[src/rtl/srt_pkg.sv]
// Shared types and constants for the SRT divider quotient path.
package srt_pkg;

    localparam int DIGIT_W         = 3;
    localparam int NDIGITS_DEFAULT = 13;

    typedef logic signed [DIGIT_W-1:0] digit_t;

    typedef enum logic [1:0] {
        IDLE     = 2'd0,
        ACCUM    = 2'd1,
        WAIT_REM = 2'd2,
        DONE     = 2'd3
    } otf_state_t;

endpackage

[src/rtl/srt_otf_step.sv]
// One on-the-fly conversion step: next Q / QM (QM = Q-1) for one signed
// radix-4 digit. Pure combinational; MSBs shifted out are dropped.
module srt_otf_step
    import srt_pkg::*;
#(
    parameter int QW = 26
) (
    input  logic [QW-1:0] q,
    input  logic [QW-1:0] qm,
    input  digit_t        d,
    output logic [QW-1:0] q_nxt,
    output logic [QW-1:0] qm_nxt
);

    // d-1 and d+3 in 3-bit two's complement; only the low 2 bits are appended.
    // (4+d) mod 4 equals d mod 4, so d[1:0] serves both Q branches.
    digit_t dm1;
    digit_t dp3;
    assign dm1 = d - 3'sd1;
    assign dp3 = d + 3'sd3;

    // Select the source register by digit sign and append the residue digit.
    always_comb begin
        q_nxt  = d[DIGIT_W-1] ? {qm[QW-3:0], d[1:0]} : {q[QW-3:0], d[1:0]};
        qm_nxt = (!d[DIGIT_W-1] && (d != 3'sd0)) ? {q[QW-3:0], dm1[1:0]}
                                                  : {qm[QW-3:0], dp3[1:0]};
    end

endmodule

[src/rtl/srt_otf_quotient_converter.sv]
// On-the-fly quotient converter: accepts NDIGITS signed radix-4 digits,
// then picks Q or Q-1 by the final remainder sign and presents it.
// Optional macro SRT_OTF_DIGIT_CHECK_EN: treat digit -4 as 0 and flag
// err_illegal (sticky until rst or an accepted start).
module srt_otf_quotient_converter
    import srt_pkg::*;
#(
    parameter int NDIGITS = NDIGITS_DEFAULT,
    parameter int QW      = 2*NDIGITS
) (
    input  logic               clk,
    input  logic               rst,
    input  logic               start,
    output logic               busy,
    input  logic               digit_valid,
    output logic               digit_ready,
    input  logic [DIGIT_W-1:0] digit,
    input  logic               rem_valid,
    input  logic               rem_neg,
    output logic               q_valid,
    input  logic               q_ready,
    output logic [QW-1:0]      quotient,
    output logic               err_illegal
);

    localparam int CW = $clog2(NDIGITS+1);

    otf_state_t    state;
    logic [QW-1:0] q_r, qm_r, q_nxt, qm_nxt;
    logic [CW-1:0] cnt;
    logic [QW-1:0] quotient_r;
    digit_t        d_eff;
    logic          accept;
    logic          start_ok;

    assign busy        = (state != IDLE);
    assign digit_ready = (state == ACCUM);
    assign q_valid     = (state == DONE);
    assign quotient    = quotient_r;
    assign accept      = digit_ready & digit_valid;
    assign start_ok    = (state == IDLE) & start;

`ifdef SRT_OTF_DIGIT_CHECK_EN
    logic illegal;
    logic err_r;
    assign illegal     = (digit == 3'b100);
    assign d_eff       = illegal ? 3'sd0 : digit_t'(digit);
    assign err_illegal = err_r;

    // Sticky illegal-digit flag; a new conversion clears it.
    always_ff @(posedge clk) begin
        if (rst || start_ok) err_r <= 1'b0;
        else if (accept && illegal) err_r <= 1'b1;
    end
`else
    assign d_eff       = digit_t'(digit);
    assign err_illegal = 1'b0;
`endif

    srt_otf_step #(.QW(QW)) u_step (
        .q      (q_r),
        .qm     (qm_r),
        .d      (d_eff),
        .q_nxt  (q_nxt),
        .qm_nxt (qm_nxt)
    );

    // Control FSM plus Q/QM accumulation and final Q/QM selection.
    always_ff @(posedge clk) begin
        if (rst) begin
            state      <= IDLE;
            q_r        <= '0;
            qm_r       <= '1;
            cnt        <= '0;
            quotient_r <= '0;
        end else begin
            case (state)
                IDLE: if (start) begin
                    state <= ACCUM;
                    q_r   <= '0;
                    qm_r  <= '1;
                    cnt   <= '0;
                end
                ACCUM: if (accept) begin
                    q_r  <= q_nxt;
                    qm_r <= qm_nxt;
                    cnt  <= cnt + 1'b1;
                    if (cnt == CW'(NDIGITS-1)) state <= WAIT_REM;
                end
                WAIT_REM: if (rem_valid) begin
                    quotient_r <= rem_neg ? qm_r : q_r;
                    state      <= DONE;
                end
                DONE: if (q_ready) state <= IDLE;
                default: state <= IDLE;
            endcase
        end
    end

endmodule

[config.mk]
export PLATFORM = sky130hd
export DESIGN_NAME = srt_otf_quotient_converter
export DESIGN_NICKNAME = d
export VERILOG_FILES = /design/src/rtl/srt_pkg.sv /design/src/rtl/srt_otf_step.sv /design/src/rtl/srt_otf_quotient_converter.sv
export SDC_FILE = /design/constraint.sdc
export NUM_CORES = 1
export LEC_CHECK = 0
export ABC_AREA = 1
export CAP_MARGIN = 20
export CORE_MARGIN = 10
export CORE_UTILIZATION = 50
export DETAILED_ROUTE_END_ITERATION = 10
export PLACE_DENSITY = 0.71
export SYNTH_ARGS = -nofsm -noshare
export SYNTH_HDL_FRONTEND = slang
export SYNTH_SLANG_ARGS = --single-unit
[constraint.sdc]
create_clock -name clk -period 2 [get_ports clk]
set_clock_uncertainty 0.15 [all_clocks]
set_input_delay 0.2 -clock clk [delete_from_list [all_inputs] [get_ports clk]]
set_output_delay 0.2 -clock clk [all_outputs]
set_load 0.02 [all_outputs]
==> results.cfg, run 1 <==
[cells_and_area]
diodes = 0
nets = 643
area.growth.synth_to_final_pct = 15.85
layout-drive-gt1-share = 0.09698
post-route-util = 0.5994

[hold_path]
hold_path.class = input port to register

[synth]
yosysWarningCount = 0
ys_top_cells_by_count = nand2_1 (123), dfxtp_1 (84), inv_1 (64), o21ai_0 (58)
synthTopCellsByArea = dfxtp_1 (39%), nand2_1 (11%), o21ai_0 (6.8%), a21oi_1 (6.2%), nand3_1 (6.2%)
yosysTopAreaCell = dfxtp_1
synth_nets = 620
yosysUniqueCellTypes = 28
synthArstFlopShare = 0
synth_ff_type = dfxtp_1
synth_cells = 601
yosysSeqAreaShare = 0.3916
synth_top_area_share = 0.3916
syn_area_sq_mm = 0.004294
synth_edf_count = 0
avgSynthCellArea_sq_um = 7.145
ys_ff_latch = 84
synth_most_common_cell = nand2_1

[placed_design]
gp_congestion = 0.8462
dp_slack_ns = 0.06262
port-buffer-count = 38
dpl.hpwl_um = 6817

[routing]
first_iter_violations = 309
drt-total-wl_um = 10780
dr.pass1.iters = 5
ant_nets = 0
viasPerCell = 5.410
vias = 3971
wl_per_cell_um = 14.68
drc = 0

[floorplan]
die_w_um = 112.7
die_h_um = 112.7
initial_core_util = 0.5174
io_pins = 40
rows = 33
die-area_sq_mm = 0.01269
core_area_sq_mm = 0.008299

[global_route]
grt_pass1_vias = 3719
overflow = 0
groute.usage.overall = 0.1684
grt_start_max_net_pins = 56
antenna_found_initial = 0
grt_pass1_wl_um = 18080

[sta]
hold_viol_final = 0
rsz0062_at_grt = false
report.final.slew_viol_count = 0
fin_ws_ns = 0.1162
max_freq_ghz = 0.5308
period_minus_slack_ns = 1.884
finalCritPeriodShare = 0.9419
setup_viol = 0
final.setup.tns_ns = 0

[pwr]
cellLeakagePower_nw = 2.304
powerDensity_mw_per_mm2 = 1565
ir_drop_v = 0.0007061

[worst_setup_path]
cp.arrival_ns = 1.53
cp_max_fo = 5
start_kind = register
required_ns = 1.65
critPathKind = register to output port
endpoint_kind = output port

[clock_network]
insertion_delay_ns = 0.36
clock-root-buffer = clkbuf_8
cts.sinks = 84
clock_path_buffers = 2
path_clk_slew_ns = 0.09
postCtsHoldBufs = 0
numCtsBuffers = 9
post_cts_buffers = 0
tritoncts = yes
h-tree-depth = 3

[run_status]
run_status = finished clean

[job]
drv_cap = 0
path summary, 6_finish.rpt:
check | start | endpoint | slack, ns | cells past startpoint
worst max-delay path | state[0] | busy | 0.12 | 4
worst min-delay path | digit[0] | q_r[0] | 0.29 | 3
worst max register to register | state[1] | cnt[3] | 0.16 | 10
worst min register to register | qm_r[13] | qm_r[13] | 0.31 | 2
repair_timing:
action	in CTS	in global routing
cloned	0	1
endpoints found under the setup margin	2	5
pin swaps	0	1
resized for setup	2	2
cell usage in the layout (no fill, tap or decap):
cell,synthesis,layout
xor2_1,1,1
nand2_2,7,7
nor2_1,44,44
inv_6,1,2
a21oi_1,53,53
a21oi_2,7,7
clkinv_1,0,1
dlymetal6s2s_1,0,1
clkinvlp_4,0,1
clkbuf_1,12,1
dlygate4sd2_1,0,1
nand2_1,123,123
clkdlybuf4s50_1,0,35
clkinv_2,0,1
nand4_1,1,1
o211ai_1,33,33
ha_1,9,9
o21ai_2,3,3
nand2_4,3,4
conb_1,1,1
buf_12,0,6
dfxtp_1,84,84
o21ai_1,5,5
inv_2,3,3
inv_1,64,63
clkbuf_8,0,9
nand3_1,53,53
clkdlybuf4s15_1,0,1
buf_4,7,12
o21ai_0,58,58
nor2_4,2,2
nand2_8,1,1
bufinv_16,0,3
cell families after synthesis:
group,count (synthesis),synth area share
AO/OA/AOI/OAI,159,0.2133
XOR/XNOR,1,0.002040
adder cells (fa/ha/maj),9,0.02622
buffers and inverters,113,0.1288
flip-flops,84,0.3916
other,1,0.0008733
AND/OR/NAND/NOR,234,0.2372
report_power, final:
| part | leakage (nW) | internal [mW] | total, mW | switching [mW] |
|---|---|---|---|---|
| sequential | 0.689 | 2.23 | 2.65 | 0.425 |
| combinational | 1.50 | 1.33 | 3.67 | 2.33 |
| clock | 0.117 | 0.832 | 1.47 | 0.634 |
| total | 2.30 | 4.39 | 7.79 | 3.39 |
cell type report:
type | count | area, sq um
Clock buffer | 10 | 127.6
Clock inverter | 6 | 111.4
Fill cell | 761 | 3324
Inverter | 68 | 260.3
Multi-Input combinational cell | 405 | 2071
Sequential cell | 84 | 1682
Tap cell | 105 | 131.4
Timing Repair Buffer | 56 | 591.8
metal layers:
metal | GRT usage | routed length (um) | vias up
met2 | 0.2680 | 5113 | 138
li1 | - | - | 2005
met5 | 0 | 0 | -
met3 | 0.04792 | 808 | 12
met4 | 0.05922 | 131 | 0
met1 | 0.2123 | 4725 | 1816
state kept, by name, summed over array words and instances, names as in the netlist:
| register | count |
|---|---|
| state | 2 |
| qm_r | 26 |
| cnt | 4 |
| q_r | 26 |
| quotient | 26 |
stage by stage:
stage	hold WS, ns	cells	instance area (sq um)	power (mW)
5_1_grt	0.3028	734	4975	8.431
4_1_cts	0.2868	733	4960	7.755
3_3_place_gp	0.2933	717	4723	6.196
6_report	0.2874	734	4975	7.786
3_5_place_dp	0.2993	717	4723	6.275
2_1_floorplan	0.2144	601	4294	5.499
critical path, stage by stage (launching register included):
cell,delay (ns)
dfxtp_1,0.41
inv_1,0.11
ha_1,0.21
inv_1,0.11
clkdlybuf4s15_1,0.32
(Power assumes the default switching activity.)
==> run 2, diff against run 1 <==
SLEW_MARGIN = 15   (was not set)
==> results of run 2 <==
No change in the layout: final DEF, timing and power equal those of run 1.
